===== src/rtl/uart_pkg.sv =====
// Shared definitions for the UART transmit scheduler: FSM state codes, parity
// codes, line-configuration field offsets and the launch byte-lane mapping.
package uart_pkg;

    localparam logic [1:0] IDLE      = 2'd0;
    localparam logic [1:0] LAUNCH    = 2'd1;
    localparam logic [1:0] WAIT_ACK  = 2'd2;
    localparam logic [1:0] WAIT_DONE = 2'd3;

    localparam logic [1:0] PAR_EVEN = 2'b01;
    localparam logic [1:0] PAR_ODD  = 2'b10;
    localparam logic [1:0] PAR_NONE = 2'b11;

    localparam int BAUD_MSB = 26;
    localparam int BAUD_LSB = 3;
    localparam int STOP_BIT = 2;
    localparam int PAR_MSB  = 1;
    localparam int PAR_LSB  = 0;

    localparam int CFG_W   = 27;
    localparam int DATA_W  = 32;
    localparam int ENTRY_W = CFG_W + DATA_W;

    localparam int LAUNCH_CYCLES = 5;

    typedef struct packed {
        logic [CFG_W-1:0]  cfg;
        logic [DATA_W-1:0] data;
    } entry_t;

    // The Encoder latches byte 0 over two presentation cycles, so cnt 0 and 1
    // both select lane 0; later cycles step through lanes 1..3.
    function automatic logic [1:0] launch_lane(input logic [2:0] cnt);
        logic [2:0] shifted;
        shifted = cnt - 3'd1;
        return (cnt <= 3'd1) ? 2'd0 : shifted[1:0];
    endfunction

endpackage


===== src/rtl/uart_tx_fifo.sv =====
// Synchronous FIFO of tagged words for the UART transmit scheduler, with
// full/empty/level status and a single-cycle flush that wins over a push.
module uart_tx_fifo #(
    parameter int DEPTH = 4,
    parameter int WIDTH = 59
) (
    input  logic                     clk,
    input  logic                     rst,
    input  logic                     push,
    input  logic [WIDTH-1:0]         push_data,
    input  logic                     pop,
    input  logic                     flush,
    output logic [WIDTH-1:0]         head,
    output logic                     full,
    output logic                     empty,
    output logic [$clog2(DEPTH):0]   level
);

    localparam int AW = $clog2(DEPTH);

    logic [WIDTH-1:0] mem [DEPTH];
    logic [AW-1:0]    wr_ptr_reg;
    logic [AW-1:0]    rd_ptr_reg;
    logic [AW:0]      level_reg;
    logic             do_push;
    logic             do_pop;

    assign full    = (level_reg == (AW+1)'(DEPTH));
    assign empty   = (level_reg == '0);
    assign level   = level_reg;
    assign do_push = push && !full && !flush;
    assign do_pop  = pop && !empty;

    always_ff @(posedge clk) begin
        if (do_push) begin
            mem[wr_ptr_reg] <= push_data;
        end
    end

    // Head is read straight from the array so the scheduler can pop and load
    // its launch register in the same cycle it decides to launch.
    assign head = mem[rd_ptr_reg];

    always_ff @(posedge clk) begin
        if (rst || flush) begin
            wr_ptr_reg <= '0;
            rd_ptr_reg <= '0;
            level_reg  <= '0;
        end else begin
            if (do_push) begin
                wr_ptr_reg <= wr_ptr_reg + 1'b1;
            end
            if (do_pop) begin
                rd_ptr_reg <= rd_ptr_reg + 1'b1;
            end
            level_reg <= level_reg + (AW+1)'(do_push) - (AW+1)'(do_pop);
        end
    end

endmodule


===== src/rtl/uart_tx_scheduler.sv =====
// UART transmit scheduler: queues tagged words and feeds them one at a time to
// the Encoder. Define UART_TXS_IRQ_EN to add the queue-drained irq output.
module uart_tx_scheduler
    import uart_pkg::*;
#(
    parameter int DEPTH       = 4,
    parameter int ACK_TIMEOUT = 64
) (
    input  logic                   clk,
    input  logic                   rst,
    input  logic                   wr_en,
    input  logic [31:0]            wr_data,
    input  logic [26:0]            wr_cfg,
    input  logic                   flush,
    output logic                   full,
    output logic                   empty,
    output logic [$clog2(DEPTH):0] level,
    output logic                   busy,
    output logic                   ovf,
    output logic                   err,
    output logic [15:0]            words_sent,
    output logic [7:0]             enc_data,
    output logic                   enc_en,
    output logic [1:0]             enc_parity,
    output logic                   enc_stop_sel,
    output logic [23:0]            enc_baudcontrol,
    input  logic                   enc_rdy
`ifdef UART_TXS_IRQ_EN
    ,
    output logic                   irq
`endif
);

    localparam int TW = $clog2(ACK_TIMEOUT) + 1;

    logic [1:0]    state_reg;
    logic [1:0]    state_next;
    logic [2:0]    cnt_reg;
    logic [TW-1:0] tmo_reg;
    logic [31:0]   data_reg;
    logic [23:0]   baud_reg;
    logic          stop_reg;
    logic [1:0]    par_reg;
    logic          ovf_reg;
    logic          err_reg;
    logic [15:0]   words_reg;

    logic          pop;
    logic          timeout;
    logic          done;

    entry_t        wr_entry;
    entry_t        head;
    logic          fifo_full;
    logic          fifo_empty;
    logic [7:0]    lanes [4];

    assign wr_entry = '{cfg: wr_cfg, data: wr_data};

    uart_tx_fifo #(
        .DEPTH (DEPTH),
        .WIDTH (ENTRY_W)
    ) u_fifo (
        .clk       (clk),
        .rst       (rst),
        .push      (wr_en),
        .push_data (wr_entry),
        .pop       (pop),
        .flush     (flush),
        .head      (head),
        .full      (fifo_full),
        .empty     (fifo_empty),
        .level     (level)
    );

    genvar gi;
    generate
        for (gi = 0; gi < 4; gi++) begin : g_lane
            assign lanes[gi] = data_reg[8*gi +: 8];
        end
    endgenerate

    always_ff @(posedge clk) begin
        if (rst) begin
            state_reg <= IDLE;
            cnt_reg   <= '0;
            tmo_reg   <= '0;
            data_reg  <= '0;
            baud_reg  <= '0;
            stop_reg  <= 1'b0;
            par_reg   <= '0;
            ovf_reg   <= 1'b0;
            err_reg   <= 1'b0;
            words_reg <= '0;
        end else begin
            state_reg <= state_next;
            // Line config only changes on a pop, so it stays stable for the
            // whole time the Encoder is shifting the previous word out.
            if (pop) begin
                data_reg <= head.data;
                baud_reg <= head.cfg[BAUD_MSB:BAUD_LSB];
                stop_reg <= head.cfg[STOP_BIT];
                par_reg  <= head.cfg[PAR_MSB:PAR_LSB];
                cnt_reg  <= '0;
            end else if (state_reg == LAUNCH) begin
                cnt_reg <= cnt_reg + 3'd1;
            end
            if (state_reg == LAUNCH) begin
                tmo_reg <= '0;
            end else if (state_reg == WAIT_ACK) begin
                tmo_reg <= tmo_reg + 1'b1;
            end
            if (wr_en && fifo_full) begin
                ovf_reg <= 1'b1;
            end
            if (timeout) begin
                err_reg <= 1'b1;
            end
            if (done) begin
                words_reg <= words_reg + 16'd1;
            end
        end
    end

    always_comb begin
        state_next = state_reg;
        pop        = 1'b0;
        timeout    = 1'b0;
        done       = 1'b0;
        case (state_reg)
            IDLE: begin
                if (!fifo_empty && enc_rdy) begin
                    pop        = 1'b1;
                    state_next = LAUNCH;
                end
            end
            LAUNCH: begin
                if (cnt_reg == 3'(LAUNCH_CYCLES - 1)) begin
                    state_next = WAIT_ACK;
                end
            end
            WAIT_ACK: begin
                if (!enc_rdy) begin
                    state_next = WAIT_DONE;
                end else if (tmo_reg == TW'(ACK_TIMEOUT - 1)) begin
                    timeout    = 1'b1;
                    state_next = IDLE;
                end
            end
            WAIT_DONE: begin
                if (enc_rdy) begin
                    done       = 1'b1;
                    state_next = IDLE;
                end
            end
            default: state_next = IDLE;
        endcase
    end

    always_comb begin
        enc_en   = 1'b0;
        enc_data = '0;
        if (state_reg == LAUNCH) begin
            enc_en   = 1'b1;
            enc_data = lanes[launch_lane(cnt_reg)];
        end
    end

    assign busy            = (state_reg != IDLE);
    assign full            = fifo_full;
    assign empty           = fifo_empty;
    assign ovf             = ovf_reg;
    assign err             = err_reg;
    assign words_sent      = words_reg;
    assign enc_baudcontrol = baud_reg;
    assign enc_stop_sel    = stop_reg;
    assign enc_parity      = par_reg;

`ifdef UART_TXS_IRQ_EN
    logic irq_reg;

    // Drained means nothing is left after this edge: either the queue was
    // already empty with no push arriving, or a flush is wiping it now.
    always_ff @(posedge clk) begin
        if (rst) begin
            irq_reg <= 1'b0;
        end else begin
            irq_reg <= done && (flush || (fifo_empty && !wr_en));
        end
    end

    assign irq = irq_reg;
`endif

endmodule


===== config.mk =====
export PLATFORM = sky130hd
export DESIGN_NAME = uart_tx_scheduler
export DESIGN_NICKNAME = d
export VERILOG_FILES = /design/src/rtl/uart_pkg.sv /design/src/rtl/uart_tx_fifo.sv /design/src/rtl/uart_tx_scheduler.sv
export SDC_FILE = /design/constraint.sdc
export NUM_CORES = 1
export LEC_CHECK = 0
export CAP_MARGIN = 20
export CORE_ASPECT_RATIO = 2
export CORE_MARGIN = 2
export CORE_UTILIZATION = 65
export CTS_CLUSTER_SIZE = 25
export DETAILED_ROUTE_END_ITERATION = 6
export DONT_BUFFER_PORTS = 1
export PLACE_DENSITY = 0.81
export RECOVER_POWER = 25
export SKIP_LAST_GASP = 1
export SYNTH_ARGS = -nofsm -noshare
export SYNTH_HDL_FRONTEND = slang
export SYNTH_HIERARCHICAL = 1
export SYNTH_SLANG_ARGS = --single-unit

===== constraint.sdc =====
create_clock -name clk -period 4.5 [get_ports clk]
set_clock_uncertainty 0.2 [all_clocks]
set_input_delay 0.9 -clock clk [delete_from_list [all_inputs] [get_ports clk]]
set_output_delay 0.9 -clock clk [all_outputs]
set_load 0.05 [all_outputs]

Yosys cells after proc, flatten, opt, wreduce, memory -nomap -nowiden
Memories as Yosys holds them, arrays and structs flattened. A register that Yosys moved wholly into a read port is not among the register bits.
Index checks and enable logic that the tools add are counted.
- add/sub/neg operators: 8
- order comparisons: 2
- equality and inequality tests: 10
- mux-type cells: 21
- bitwise operators: 1
- reductions and logical operators: 15
- operators with widths (kind ; count):
    $mux 8 ; 3
    $add 16x1->16 const B ; 1
    $bmux 8 s2 ; 1
    $mux 2 ; 6
    $mux 1 ; 10
    $pmux 2 s4 ; 1
    $add 7x1->7 const B ; 1
    $eq 7x6->1 const B ; 1
    $eq 3x3->1 const B ; 2
    $logic_and 1x1->1 ; 5
    $add 2x1->2 const B ; 2
    $eq 2x2->1 const B ; 2
    $ne 2x2->1 const B ; 2
    $reduce_and 4->1 ; 1
    $reduce_or 2->1 ; 2
    $add 3x1->3 ; 1
    $add 3x1->3 const B ; 1
    $ge 3x3->1 const B ; 1
    $le 3x1->1 const B ; 1
    $logic_not 1->1 ; 3
    $logic_not 3->1 ; 1
    $ne 3x2->1 const B ; 1
    $not 2->3 ; 1
    $sub 3x1->3 ; 1
    6 further kinds ; 6
- register bits after elaboration: 37
- RAM bits: 236
- input bits: 64
- output and inout bits: 60
- word-level logic and storage cells: 67
- memories: 1
- memories (name ; words ; width ; rd ports ; clocked after Yosys merged registers in ; write ports ; RTL line ; text):
    u_fifo.mem ; 4 ; 59 ; 1 ; 1 ; 1 ; uart_tx_fifo.sv:21 ; logic [WIDTH-1:0] mem [DEPTH];

Depth between registers and ports, before layout
Gate-level depths: netlist (run 1).
- word-level depth: 7
- mapped depth: 13
- gate-level depth less buffers: 12

By module
The synthesis (run 1) kept the hierarchy.
- modules (own cells, without submodules) (module ; times used ; cells an instance ; area an instance (µm²) ; seq. area each (µm²)):
    uart_tx_fifo ; 1 ; 360 ; 9013.6 ; 7267.0
    uart_tx_scheduler ; 1 ; 451 ; 3658.5 ; 1781.7

Worst setup path after synthesis (run 1)
Ideal clock, no wire load.
- path kind: flip-flop to flip-flop
- start: reg u_fifo.level_reg[2] (netlist: u_fifo/level[2])
- end: reg u_fifo.level_reg[2] (netlist: u_fifo/level[2])
- library setup time: 0.078 ns
- arrival time: 3.858 ns
- data required time: 4.222 ns
- setup slack: 0.364 ns
- stages on the path, launching flop included: 14
- buffers on the path: 1
- clock period less this slack: 4.136 ns
- path through: dfxtp_1 -> nor3_1 -> nor2b_1 -> nand2_1 -> inv_2 -> buf_2 -> nor2b_1 -> ha_1 -> inv_1 -> ha_1 -> fa_1 -> xnor2_1 -> xnor2_1 -> nor3_1
- word-level cells in the longest chain between the ends: 7
- elaborated cells between the ends (all ways): 12
- those cells by class: add/sub (2); eq/ne (1); mux (2); reduce/logical (7)
- RTL lines (element ; RTL line ; text):
    start: declaration ; uart_tx_fifo.sv:24 ; logic [AW:0] level_reg;
    start signal: assignment ; uart_tx_fifo.sv:56 ; level_reg <= level_reg + (AW+1)'(do_push) - (AW+1)'(do_pop);
    $logic_not 3->1 ; uart_tx_fifo.sv:29 ; assign empty = (level_reg == '0);
    named net empty ; uart_tx_scheduler.sv:16 ; output logic empty,
    $logic_not 1->1 ; uart_tx_scheduler.sv:132 ; if (!fifo_empty && enc_rdy) begin
    $logic_and 1x1->1 ; uart_tx_scheduler.sv:132 ;
    $mux 1 ; uart_tx_scheduler.sv:132 ;
    $mux 1 ; uart_tx_scheduler.sv:130 ; case (state_reg)
    named net pop ; uart_tx_scheduler.sv:48 ; logic pop;
    $logic_and 1x1->1 ; uart_tx_fifo.sv:32 ; assign do_pop = pop && !empty;
    named net u_fifo.do_pop ; uart_tx_fifo.sv:26 ; logic do_pop;
    $sub 3x1->3 ; uart_tx_fifo.sv:56 ;
The timed path passes the listed nets, and every way through them passes these cells.
A chain may end at the register's enable or synchronous reset.

Worst setup path after layout (run 1)
- start: reg cnt_reg[0]
- end: out enc_data[7]
- word-level cells in the longest chain between the ends: 7
- elaborated cells between the ends (all ways): 8
- those cells by class: add/sub (1); order compare (1); mux (5); bitwise (1)
- RTL lines (element ; RTL line ; text):
    start: declaration ; uart_tx_scheduler.sv:38 ; logic [2:0] cnt_reg;
    start signal: assignment ; uart_tx_scheduler.sv:106 ; cnt_reg <= cnt_reg + 3'd1;
    $le 3x1->1 / $sub 2x1->2 (equally long branches) ; uart_pkg.sv:36, uart_pkg.sv:35 ;
    $mux 2 (*) ; uart_pkg.sv:36 ; return (cnt <= 3'd1) ? 2'd0 : shifted[1:0];
    $not 2->3 (implied by the code) (*) ; uart_tx_scheduler.sv:165 ; enc_data = lanes[launch_lane(cnt_reg)];
    $bmux 8 s2 (*) ; uart_tx_scheduler.sv:165 ;
    $mux 8 (implied by the code) (*) (2 in a row) ; uart_tx_scheduler.sv:165 ;
    $mux 8 (*) ; uart_tx_scheduler.sv:163 ; if (state_reg == LAUNCH) begin
    end: declaration ; uart_tx_scheduler.sv:22 ; output logic [7:0] enc_data,
Every way passes the cells marked *; elsewhere a longest branch is shown, timed or not. The select of a mux whose other input is x is not followed.

==> metrics.md, run 1 <==
| Metric | Value |
|---|---|
| Share of layout cells above drive strength 1 | 0.1811 |
| Cell count after synthesis | 811 |
| Period minus WS final | 3.855 ns |
| Detailed Route WL | 24910 µm |
| # nets final | 890 |
| Via count | 6751 |
| Vias in the first global route | 7262 |
| Post-synthesis sequential area ratio | 0.7141 |
| First-pass GRT wire length | 38760 µm |
| Initial antenna violation count | 0 |
| 1st-iter DRT viols | 418 |
| DRC Markers | 0 |
| WP data arrival | 2.76 ns |
| Top cell type by total area after synthesis | edfxtp_1 |
| Avg Cell Area, Syn | 15.63 µm² |
| Final hold slack | 0.2376 ns |
| Synth warn | 6 |
| CTS Sinks | 334 |
| Fmax | 259.4 MHz |
| Worst slew slack as a fraction of its limit | 0.2690 |
| CTS H-tree lvls | 1 |
| Top area cells in the synthesized netlist | edfxtp_1, dfxtp_1, mux4_2 |
| Hpwl dp | 15290 µm |
| Final GP Congestion | 0.7921 |
| Netlist cell types | 51 |
| Outcome | completed |
| Crit-path max FO | 16 |
| HP Class | input pin to flop |
| Max VDD drop | 0.3793 mV |
| Cell Rows | 72 |
| Final hold vios | 0 |
| Commonest cells in the netlist | edfxtp_1, nand2_1, dfxtp_1 |
| Starting Density | 0.6604 |
| CTS Hold Bufs | 0 |
| IO buf count | 0 |
| Post-route ant nets | 0 |
| Die height | 201.5 µm |
| CORE AREA | 0.01919 mm² |
| Max reg flops | 236 |
| Worst-skew pair later-pin latency | 0.53 ns |
| Register area | 0.009054 mm² |
| Num CTS Buffers | 27 |
| Setup TNS | 0 ns |
| P_leak | 4.425 nW |
| Synth Flop Type | edfxtp_1 |
| Post-synth EDFFs | 236 |
| Clk buf depth | 3 |
| Setup crit end kind | output pin |
| P&R area growth vs syn | 10.14% |
| Area share of the largest cell type after synthesis | 0.5592 |
| Syn nets | 887 |
| Final Non-Filler Cells | 1093 |
| Vias per cell | 6.177 |
| Kind of critical path | flop to output pin |
| Seq cells post-synth | 334 |
| Die area | 0.02070 mm² |
| Worst-Margin Slew | 1.096 ns |
| Post-route cell area | 0.01396 mm² |
| I/O pins | 124 |
| Worst-path clk slew | 0.07 ns |
| Diodes inserted | 0 |
| Pwr dens | 433.9 mW/mm² |
| # resized after CTS | 0 |
| Slew Limit Fails | 0 |
| Worst Path Required | 3.40 ns |
| GRT Total Usage | 0.2481 |
| Share of flip-flops with an asynchronous set or reset | 0 |
| Pin count of the biggest net entering global routing | 88 |
| Area of the multi-input gates | 0.003374 mm² |
| Worst setup SP type | flop |
| RSZ-0062 raised after global routing | no |
| Wirelength per Cell | 22.79 µm |
| Final worst-path cycle share | 0.8567 |
| First-pass detailed-route iteration total | 5 |
| Setup bufs post-CTS | 0 |
| Most numerous cell in the Yosys netlist | edfxtp_1 |
| Placed instance count | 1043 |
| Die width | 102.7 µm |
| Placed inst area | 0.01294 mm² |
| CTS tree | built |
| Fill cells | 1173 |
| Max Cap Viol | 0 |
| Syn Std Cell Area | 0.01267 mm² |
| Total grt overflow | 0 |
| Final Setup Violations | 0 |
| Root Buffer | clkbuf_16 |
## cells by family (layout without fill, tap and decap cells)
| logic type | after synthesis | in the layout | share of synthesized area |
|---|---|---|---|
| DFF | 334 | 334 | 0.7141 |
| and+or+nand+nor | 220 | 220 | 0.07850 |
| AOI/OAI and AO/OA | 102 | 102 | 0.04759 |
| muxes | 64 | 64 | 0.1089 |
| buffers and inverters | 58 | 81 | 0.02399 |
| xor gates and xnor gates | 21 | 21 | 0.01451 |
| adders and majority gates | 12 | 12 | 0.01244 |
## metal layers
metal	wire [µm]	vias up	share of wire	GRT usage
met1	8747	3438	0.35	0.2805
li1	-	3041	-	-
met3	1315	53	0.053	0.04203
met5	0	-	0	0
met4	874	0	0.035	0.09164
met2	13980	219	0.56	0.4573
## stage by stage
stage	total power, mW	util	worst slack (ns)
final	6.055	0.7274	0.6450
after global routing	6.207	0.7274	0.4253
after CTS	6.095	0.7263	0.6778
after detailed placement	3.560	0.6746	0.9035
after global placement	3.552	0.6746	1.028
after floorplan	3.535	-	0.3643
## path summary, 6_finish.rpt
check,slack (ns),startpoint,cells past startpoint,endpoint
min,0.24,rst,1,data_reg[14]
min reg2reg,0.26,data_reg[18],2,data_reg[18]
max reg2reg,0.89,u_fifo/level[1],5,u_fifo/mem[3][1]
max,0.64,cnt_reg[0],6,enc_data[7]
## worst max-delay path: stages, from the launching register on
cell      delay (ns)
dfxtp_1         0.44
ha_1            0.23
nor2b_1         0.06
o21ai_1         0.77
nor2_1          0.18
a211oi_2        0.32
buf_4           0.24
## final cells by class
type | instances | share of cell area
sequential | 334 | 0.6487
clock inverter | 17 | 0.01838
tap | 259 | 0.02322
clock buffer | 32 | 0.05271
multi-input combinational | 419 | 0.2418
timing repair buffer | 18 | 0.01147
inverter | 14 | 0.003765
## layout by cell type, fill, tap and decap left out, types with 4 or more instances in the layout
master,instances
nor2b_1,4
nand4_1,5
clkinv_4,4
a211oi_2,8
buf_4,16
bufinv_16,6
xnor2_1,8
ha_1,11
nor3_1,13
nor2_1,32
clkbuf_16,28
mux2i_1,4
and2_2,5
mux4_2,59
nand2_1,127
dfxtp_1,96
and3_1,4
and4_1,4
edfxtp_1,236
nand3_1,8
a21oi_1,66
o221ai_1,8
inv_1,13
xor2_1,13
o21ai_0,6
## power by group
| group | leakage [nW] | switching [mW] | total (mW) | internal [mW] |
|---|---|---|---|---|
| registers | 2.94 | 0.0405 | 3.38 | 3.34 |
| logic | 1.00 | 0.0697 | 0.114 | 0.0440 |
| clock network | 0.486 | 1.04 | 2.56 | 1.52 |
Power figures use the tool's default switching activity.
==> run 2: changes to the inputs <==
--- a/config.mk
+++ b/config.mk
@@ -14,6 +14,7 @@
 export DONT_BUFFER_PORTS = 1
 export PLACE_DENSITY = 0.81
 export RECOVER_POWER = 25
+export SETUP_SLACK_MARGIN = 0.2
 export SKIP_LAST_GASP = 1
 export SYNTH_ARGS = -nofsm -noshare
 export SYNTH_HDL_FRONTEND = slang
==> results of run 2 <==
Final layout, timing and power as in run 1 (identical DEF).
